==> src/rtl/icb_arb_2m1s_pkg.sv <==
// Shared bus widths and FSM encoding for the two-master ICB arbiter.
package icb_arb_2m1s_pkg;

  localparam int MEM_ADDR_W = 32;
  localparam int MEM_DATA_W = 32;
  localparam int MEM_MASK_W = MEM_DATA_W / 8;

  typedef enum logic [1:0] {
    ST_IDLE = 2'd0,
    ST_CMD  = 2'd1,
    ST_RSP  = 2'd2,
    ST_ERR  = 2'd3
  } arb_state_e;

endpackage

==> src/rtl/icb_arb_2m1s.sv <==
// Two-master, one-slave ICB arbiter: round-robin, one transaction in flight,
// with a slave response timeout that answers the owner with an error.
module icb_arb_2m1s
  import icb_arb_2m1s_pkg::*;
#(
  parameter int TIMEOUT_CYC = 1024
) (
  input  logic                  clk,
  input  logic                  rst_n,

  input  logic                  m0_icb_cmd_valid,
  output logic                  m0_icb_cmd_ready,
  input  logic [MEM_ADDR_W-1:0] m0_icb_cmd_addr,
  input  logic                  m0_icb_cmd_read,
  input  logic [MEM_DATA_W-1:0] m0_icb_cmd_wdata,
  input  logic [MEM_MASK_W-1:0] m0_icb_cmd_wmask,
  output logic                  m0_icb_rsp_valid,
  input  logic                  m0_icb_rsp_ready,
  output logic                  m0_icb_rsp_err,
  output logic [MEM_DATA_W-1:0] m0_icb_rsp_rdata,

  input  logic                  m1_icb_cmd_valid,
  output logic                  m1_icb_cmd_ready,
  input  logic [MEM_ADDR_W-1:0] m1_icb_cmd_addr,
  input  logic                  m1_icb_cmd_read,
  input  logic [MEM_DATA_W-1:0] m1_icb_cmd_wdata,
  input  logic [MEM_MASK_W-1:0] m1_icb_cmd_wmask,
  output logic                  m1_icb_rsp_valid,
  input  logic                  m1_icb_rsp_ready,
  output logic                  m1_icb_rsp_err,
  output logic [MEM_DATA_W-1:0] m1_icb_rsp_rdata,

  output logic                  s_icb_cmd_valid,
  input  logic                  s_icb_cmd_ready,
  output logic [MEM_ADDR_W-1:0] s_icb_cmd_addr,
  output logic                  s_icb_cmd_read,
  output logic [MEM_DATA_W-1:0] s_icb_cmd_wdata,
  output logic [MEM_MASK_W-1:0] s_icb_cmd_wmask,
  input  logic                  s_icb_rsp_valid,
  output logic                  s_icb_rsp_ready,
  input  logic                  s_icb_rsp_err,
  input  logic [MEM_DATA_W-1:0] s_icb_rsp_rdata,

  output logic [1:0]            grant_o,
  output logic                  tout_pulse_o
);

  localparam int CNT_W = $clog2(TIMEOUT_CYC);
  localparam logic [CNT_W-1:0] CNT_LAST = CNT_W'(TIMEOUT_CYC - 1);

  arb_state_e      state, state_nxt;
  logic            owner, owner_nxt;   // 0 = m0, 1 = m1
  logic            last, last_nxt;     // master that completed most recently
  logic [CNT_W-1:0] cnt, cnt_nxt;
  logic [CNT_W-1:0] cnt_inc;
  logic            tout_q;

  // Owner-side views of the selected master.
  logic                  sel_cmd_valid;
  logic [MEM_ADDR_W-1:0] sel_cmd_addr;
  logic                  sel_cmd_read;
  logic [MEM_DATA_W-1:0] sel_cmd_wdata;
  logic [MEM_MASK_W-1:0] sel_cmd_wmask;
  logic                  sel_rsp_ready;

  logic                  own_cmd_ready;
  logic                  own_rsp_valid;
  logic                  own_rsp_err;
  logic [MEM_DATA_W-1:0] own_rsp_rdata;

  assign sel_cmd_valid = owner ? m1_icb_cmd_valid : m0_icb_cmd_valid;
  assign sel_cmd_addr  = owner ? m1_icb_cmd_addr  : m0_icb_cmd_addr;
  assign sel_cmd_read  = owner ? m1_icb_cmd_read  : m0_icb_cmd_read;
  assign sel_cmd_wdata = owner ? m1_icb_cmd_wdata : m0_icb_cmd_wdata;
  assign sel_cmd_wmask = owner ? m1_icb_cmd_wmask : m0_icb_cmd_wmask;
  assign sel_rsp_ready = owner ? m1_icb_rsp_ready : m0_icb_rsp_ready;
  assign cnt_inc       = cnt + 1'b1;

  // NOTE: every signal driven here gets a default first so no path leaves it
  // unassigned, which would otherwise infer a latch.
  always_comb begin
    state_nxt       = state;
    owner_nxt       = owner;
    last_nxt        = last;
    cnt_nxt         = cnt;
    s_icb_cmd_valid = 1'b0;
    s_icb_cmd_addr  = '0;
    s_icb_cmd_read  = 1'b0;
    s_icb_cmd_wdata = '0;
    s_icb_cmd_wmask = '0;
    s_icb_rsp_ready = 1'b1;
    own_cmd_ready   = 1'b0;
    own_rsp_valid   = 1'b0;
    own_rsp_err     = 1'b0;
    own_rsp_rdata   = '0;

    unique case (state)
      ST_IDLE: begin
        if (m0_icb_cmd_valid || m1_icb_cmd_valid) begin
          if (m0_icb_cmd_valid && m1_icb_cmd_valid) owner_nxt = ~last;
          else                                      owner_nxt = m1_icb_cmd_valid;
          state_nxt = ST_CMD;
        end
      end
      ST_CMD: begin
        s_icb_cmd_valid = sel_cmd_valid;
        s_icb_cmd_addr  = sel_cmd_addr;
        s_icb_cmd_read  = sel_cmd_read;
        s_icb_cmd_wdata = sel_cmd_wdata;
        s_icb_cmd_wmask = sel_cmd_wmask;
        own_cmd_ready   = s_icb_cmd_ready;
        if (sel_cmd_valid && s_icb_cmd_ready) begin
          state_nxt = ST_RSP;
          cnt_nxt   = '0;
        end
      end
      ST_RSP: begin
        own_rsp_valid   = s_icb_rsp_valid;
        own_rsp_err     = s_icb_rsp_err;
        own_rsp_rdata   = s_icb_rsp_rdata;
        s_icb_rsp_ready = sel_rsp_ready;
        if (s_icb_rsp_valid) begin
          if (sel_rsp_ready) begin
            state_nxt = ST_IDLE;
            last_nxt  = owner;
          end
        end else if (cnt_inc == CNT_LAST) begin
          state_nxt = ST_ERR;
        end else begin
          cnt_nxt = cnt_inc;
        end
      end
      ST_ERR: begin
        own_rsp_valid = 1'b1;
        own_rsp_err   = 1'b1;
        if (sel_rsp_ready) begin
          state_nxt = ST_IDLE;
          last_nxt  = owner;
        end
      end
      default: state_nxt = ST_IDLE;
    endcase
  end

  // NOTE: sequential state uses non-blocking assignments so every register
  // samples the pre-edge values regardless of statement order.
  always_ff @(posedge clk or negedge rst_n) begin
    if (!rst_n) begin
      state  <= ST_IDLE;
      owner  <= 1'b0;
      last   <= 1'b1;
      cnt    <= '0;
      tout_q <= 1'b0;
    end else begin
      state  <= state_nxt;
      owner  <= owner_nxt;
      last   <= last_nxt;
      cnt    <= cnt_nxt;
      tout_q <= (state == ST_RSP) && (state_nxt == ST_ERR);
    end
  end

  assign m0_icb_cmd_ready = !owner && own_cmd_ready;
  assign m0_icb_rsp_valid = !owner && own_rsp_valid;
  assign m0_icb_rsp_err   = !owner && own_rsp_err;
  assign m0_icb_rsp_rdata = owner ? '0 : own_rsp_rdata;
  assign m1_icb_cmd_ready = owner && own_cmd_ready;
  assign m1_icb_rsp_valid = owner && own_rsp_valid;
  assign m1_icb_rsp_err   = owner && own_rsp_err;
  assign m1_icb_rsp_rdata = owner ? own_rsp_rdata : '0;

  assign grant_o      = (state == ST_IDLE) ? 2'b00 : (owner ? 2'b10 : 2'b01);
  assign tout_pulse_o = tout_q;

endmodule
==> config.mk <==
export PLATFORM = sky130hd
export DESIGN_NAME = icb_arb_2m1s
export DESIGN_NICKNAME = d
export VERILOG_FILES = /design/src/rtl/icb_arb_2m1s_pkg.sv /design/src/rtl/icb_arb_2m1s.sv
export SDC_FILE = /design/constraint.sdc
export NUM_CORES = 1
export LEC_CHECK = 0
export CAP_MARGIN = 20
export CORE_AREA = 2 2 125 127
export DETAILED_ROUTE_END_ITERATION = 12
export DIE_AREA = 0 0 127 129
export HOLD_SLACK_MARGIN = 0.03
export PLACE_DENSITY = 0.61
export SYNTH_ARGS = -nofsm -noshare
export SYNTH_HDL_FRONTEND = slang
export SYNTH_SLANG_ARGS = --single-unit
==> constraint.sdc <==
create_clock -name clk -period 2.45 [get_ports clk]
set_clock_uncertainty 0.05 [all_clocks]
set_input_delay 0.49 -clock clk [delete_from_list [all_inputs] [get_ports clk]]
set_output_delay 0.49 -clock clk [all_outputs]
set_load 0.01 [all_outputs]
Word-level counts from Yosys, hierarchy flattened. Index checks and enable logic that the tools add are counted.

Register bits after elaboration: 15. Input port bits: 179. Output and inout port bits: 144. Word-level logic and storage cells: 67.

Bitwise logic cells: 1. Mux-type cells: 34. Add/subtract/negate cells: 1. Equality and inequality tests: 9. Reductions and logical operators: 17.

Operator list (count): 2-to-1 mux 32 bit (7); 2-to-1 mux 10 bit (3); case mux 10 bit (2 select lines) (1); 2-to-1 mux 2 bit (7); adder 10 x 1 -> 10 bit (second input constant) (1); == test 10 bit (second input constant) (1); 2-to-1 mux 1 bit (10); logical AND 1 bit (9); 2-to-1 mux 4 bit (2); inequality test 2 bit (second input constant) (4); case mux 2 bit (4 select lines) (1); == test 2 bit (second input constant) (3); case mux 1 bit (2 select lines) (3); AND reduction 2 bit (2); AND reduction 4 bit (1); nonzero test 2 bit (2); == test 2 x 1 -> 1 bit (second input constant) (1); logical NOT 2 bit (1); logical NOT 1 bit (1); logical OR 1 bit (1); NOT 1 bit (1).

Longest topological paths before layout. Gate-level depths: netlist of the first run.

Depth after elaboration: 7. Depth in mapped cells: 7. Gate-level depth less buffers: 7.

Worst setup path after synthesis of the first run. Ideal clock, no wire load.

Kind: register -> output. From: reg owner. To: out s_icb_cmd_addr[19]. Cell stages (with the launch flop): 6. Path slack: 0.263 ns. Arrival: 1.647 ns. Cells stage by stage: dfrtp_1 -> clkbuf_1 -> buf_1 -> buf_2 -> mux2i_1 -> nor2_1.

Word-level cells in the longest chain between the ends: 2.

RTL lines: start, declared (line icb_arb_2m1s.sv:52) `logic owner, owner_nxt;`; start signal, assigned (line icb_arb_2m1s.sv:156) `owner <= owner_nxt;`; 2-to-1 mux 32 bit (line icb_arb_2m1s.sv:72) `assign sel_cmd_addr = owner ? m1_icb_cmd_addr : m0_icb_cmd_addr;`; 2-to-1 mux 32 bit (line icb_arb_2m1s.sv:97) `unique case (state)`; end, declared (line icb_arb_2m1s.sv:35) `output logic [MEM_ADDR_W-1:0] s_icb_cmd_addr,`.

No other way between the ends.

Worst setup path in the final report of the first run.
From: reg state[1]. To: out s_icb_cmd_wdata[21].

Word-level cells in the longest chain between the ends: 2.

RTL lines: start, declared (line icb_arb_2m1s.sv:51) `arb_state_e state, state_nxt;`; start signal, assigned (line icb_arb_2m1s.sv:155) `state <= state_nxt;`; == test 2 x 1 -> 1 bit (line icb_arb_2m1s.sv:97); 2-to-1 mux 32 bit (line icb_arb_2m1s.sv:97); end, declared (line icb_arb_2m1s.sv:37) `output logic [MEM_DATA_W-1:0] s_icb_cmd_wdata,`.

No other way between the ends.

==> results of run 1 <==
[logic make-up after synthesis]
logic type	share of synthesized area, %
compound gates	9.68
xor+xnor	0.691
fa+ha+maj	0.987
buf+inv	5.93
flops	14.9
mux	28.5
simple gates	39.4
[registers in the layout (all words and copies together), names as in the netlist]
name	count
last	1
tout_pulse_o	1
owner	1
cnt	10
state	2
[worst max-delay path, cell delays in order (launching register included)]
cell and delay, ns:
dfrtp_2 0.43, nand2b_2 0.20, buf_12 0.19, nor2_1 0.15
clkdlybuf4s50_1 0.60
[layout make-up]
cell class / count / share of cell area, %
clock buffers: 4 / 1.25
inverters: 4 / 0.238
multi-input cells: 312 / 32.3
flip-flops and latches: 15 / 6.07
well taps: 188 / 3.73
repair buffers: 349 / 56.4
[where the power goes]
part	total [µW]	switching, µW	internal, µW
Clock	323	103	221
Combinational	4200	2000	2200
Sequential	449	121	328
Total	4970	2230	2750
[worst max-delay path by stage]
stage                                end  slack [ns]  cells past startpoint
floorplan             s_icb_cmd_addr[19]        0.26                      5
global placement      s_icb_cmd_addr[28]       -0.03                      5
detailed placement    s_icb_cmd_addr[28]       -0.03                      5
CTS                   s_icb_cmd_addr[19]      -0.009                      4
global route        m1_icb_rsp_rdata[13]       -0.01                      4
finish               s_icb_cmd_wdata[21]        0.06                      4
[per-layer routing]
metal | up-vias | global-route usage (%) | share of wire, %
met2 | 195 | 30.1 | 52
met3 | 10 | 3.04 | 7.7
li1 | 1927 | - | -
met1 | 1801 | 19.6 | 39
met5 | - | 0 | 0
met4 | 0 | 2.91 | 1.0
[stage by stage]
stage / power (µW) / utilization (%) / TNS (ns)
2_1_floorplan: 2370 / - / 0
3_3_place_gp: 4590 / 40.5 / -0.0316
3_5_place_dp: 4640 / 40.5 / -0.0318
4_1_cts: 4860 / 41.0 / -0.0189
5_1_grt: 5330 / 42.1 / -0.0146
6_report: 4970 / 42.1 / 0
[cells in the final DEF, fill, tap and decap left out, drive strengths merged, types with 3 or more instances in the layout]
master	count
a21oi	11
and3	66
buf	24
clkbuf	7
clkdlybuf4s50	280
dfrtp	14
dlygate4sd2	31
dlymetal6s2s	11
inv	4
mux2i	71
nand2	19
nand2b	5
nand3	4
nor2	88
nor2b	3
nor3	3
o21ai	11
o41ai	3
or4	3
[what timing repair did]
| action | 4_1_cts | 5_1_grt |
|---|---|---|
| buffers inserted | 1 | 3 |
| endpoints found under the setup margin | 116 | 96 |
| endpoints found under the hold margin | 0 | 0 |
| gates cloned | 0 | 3 |
| hold buffers | 0 | 0 |
| gates resized for setup | 37 | 19 |
==> impl_metrics.py, run 1 <==
metrics = {
    "worst_setup_path": {
        "end_kind": "output port",
        "r2r-start": "cnt[1]",
        "critPathMaxFanout": 70,
        "rr_worst_depth": 7,
        "start_kind": "register",
        "critPathRequiredTime_ns": 1.91,
        "worst_r2r_endpoint": "cnt[1]",
        "path_class": "register to output port",
        "arrival_ns": 1.85,
        "r2r_slack_ns": 0.11,
        "startpoint": "state[1]",
    },
    "route": {
        "via_per_inst": 4.51,
        "drt_pass1_iterations": 4,
        "wl_um": 15000,
        "vias": 3933,
        "drtAntennaViolNets": 0,
        "wl_per_cell_um": 17.2,
        "drc": 0,
        "drt-initial-drc-count": 114,
    },
    "yosys": {
        "synth_seq_cells": 15,
        "synth_top_area_cell": "mux2i_1",
        "synth_top_area_share_pct": 28.0,
        "syn_area_per_cell_um2": 6.92,
        "syn_area_um2": 2530,
        "syn_nets": 547,
        "yosysWarnings": 0,
        "synth_common_cells": "nor2_1, mux2i_1, and3_1",
        "netlist_top_cells_area": "mux2i_1, and3_1, dfrtp_1",
        "syn_inst": 366,
        "synthArstFlopShare_pct": 100,
        "ys.flop_type": "dfrtp_1",
        "yosysMostFrequentCell": "nor2_1",
        "yosys.cell_types.count": 43,
        "seq_area_frac_synth_pct": 14.9,
        "synth_edf_count": 0,
    },
    "cells_and_area": {
        "n_fill_cell": 1518,
        "layout-drive-gt1-share_pct": 6.73,
        "register_area_um2": 383,
        "finalNonFillerCells": 872,
        "antennaDiodeCount": 0,
        "area.growth.synth_to_final_pct": 149,
        "multiInputGateArea_um2": 2040,
        "fin_area_um2": 6310,
        "final_nets": 866,
    },
    "global_routing": {
        "gr-total-overflow": 0,
        "grt_start_max_net_pins": 71,
        "track_usage_pct": 16.2,
        "grt_pass1_wl_um": 21100,
        "grt_pass1_vias": 3823,
        "antenna_found_initial": 0,
    },
    "clock_network": {
        "clockRootBuffer": "clkbuf_16",
        "cts.sinks": 15,
        "insertion_delay_ns": 0.25,
        "cts-buffers-inserted": 3,
        "clkTransAtPathRegs_ns": 0.05,
        "tritoncts": "yes",
        "clockBufferDepth": 2,
        "htree_levels": 1,
    },
    "sta": {
        "setup_viol": 0,
        "final.period_utilization_pct": 97.6,
        "drv_slew": 0,
        "fmax_ghz": 0.418,
        "finalHoldViolCount": 0,
        "worst_pin_slew_ns": 0.715,
        "relSlewSlack_pct": 52.2,
        "setup_slack_ns": 0.0589,
        "fin_hold_ws_ns": 0.486,
        "rsz0062_at_grt": "true",
        "fin_crit_ns": 2.39,
    },
    "placement": {
        "port_buffers": 322,
        "place_inst": 861,
        "place_area_um2": 6070,
        "pre_cts_ws_ns": -0.0318,
        "gp_congestion": 0.880,
        "dp_hpwl_um": 12400,
    },
    "worst_hold_path": {
        "hold_path_class": "register to register",
        "worstHoldPathCells": 2,
        "hold_end": "last",
        "min_from": "last",
    },
    "power_and_ir_drop": {
        "irDropWorstVdd_v": 0.000450,
        "p_leak_uw": 0.00308,
        "power.density_nw_per_um2": 788,
    },
    "floorplanning": {
        "fp.dieH_um": 129,
        "coreArea_um2": 15000,
        "fp.dieW_um": 127,
        "rows": 45,
        "pin_count": 323,
        "dieArea_um2": 16400,
        "start_util_pct": 16.9,
    },
    "run": {
        "maxCapViolations": 0,
    },
    "run_status": {
        "outcome": "finished clean",
    },
}
Note: power is estimated with default switching activity, not from simulation.
==> inputs of run 2 (changes only) <==
--- a/config.mk
+++ b/config.mk
@@ -7,6 +7,7 @@
 export LEC_CHECK = 0
 export CAP_MARGIN = 20
 export CORE_AREA = 2 2 125 127
+export CTS_CLUSTER_DIAMETER = 60
 export DETAILED_ROUTE_END_ITERATION = 12
 export DIE_AREA = 0 0 127 129
 export HOLD_SLACK_MARGIN = 0.03
==> results of run 2 <==
No change in the layout: final DEF, timing and power equal those of run 1.
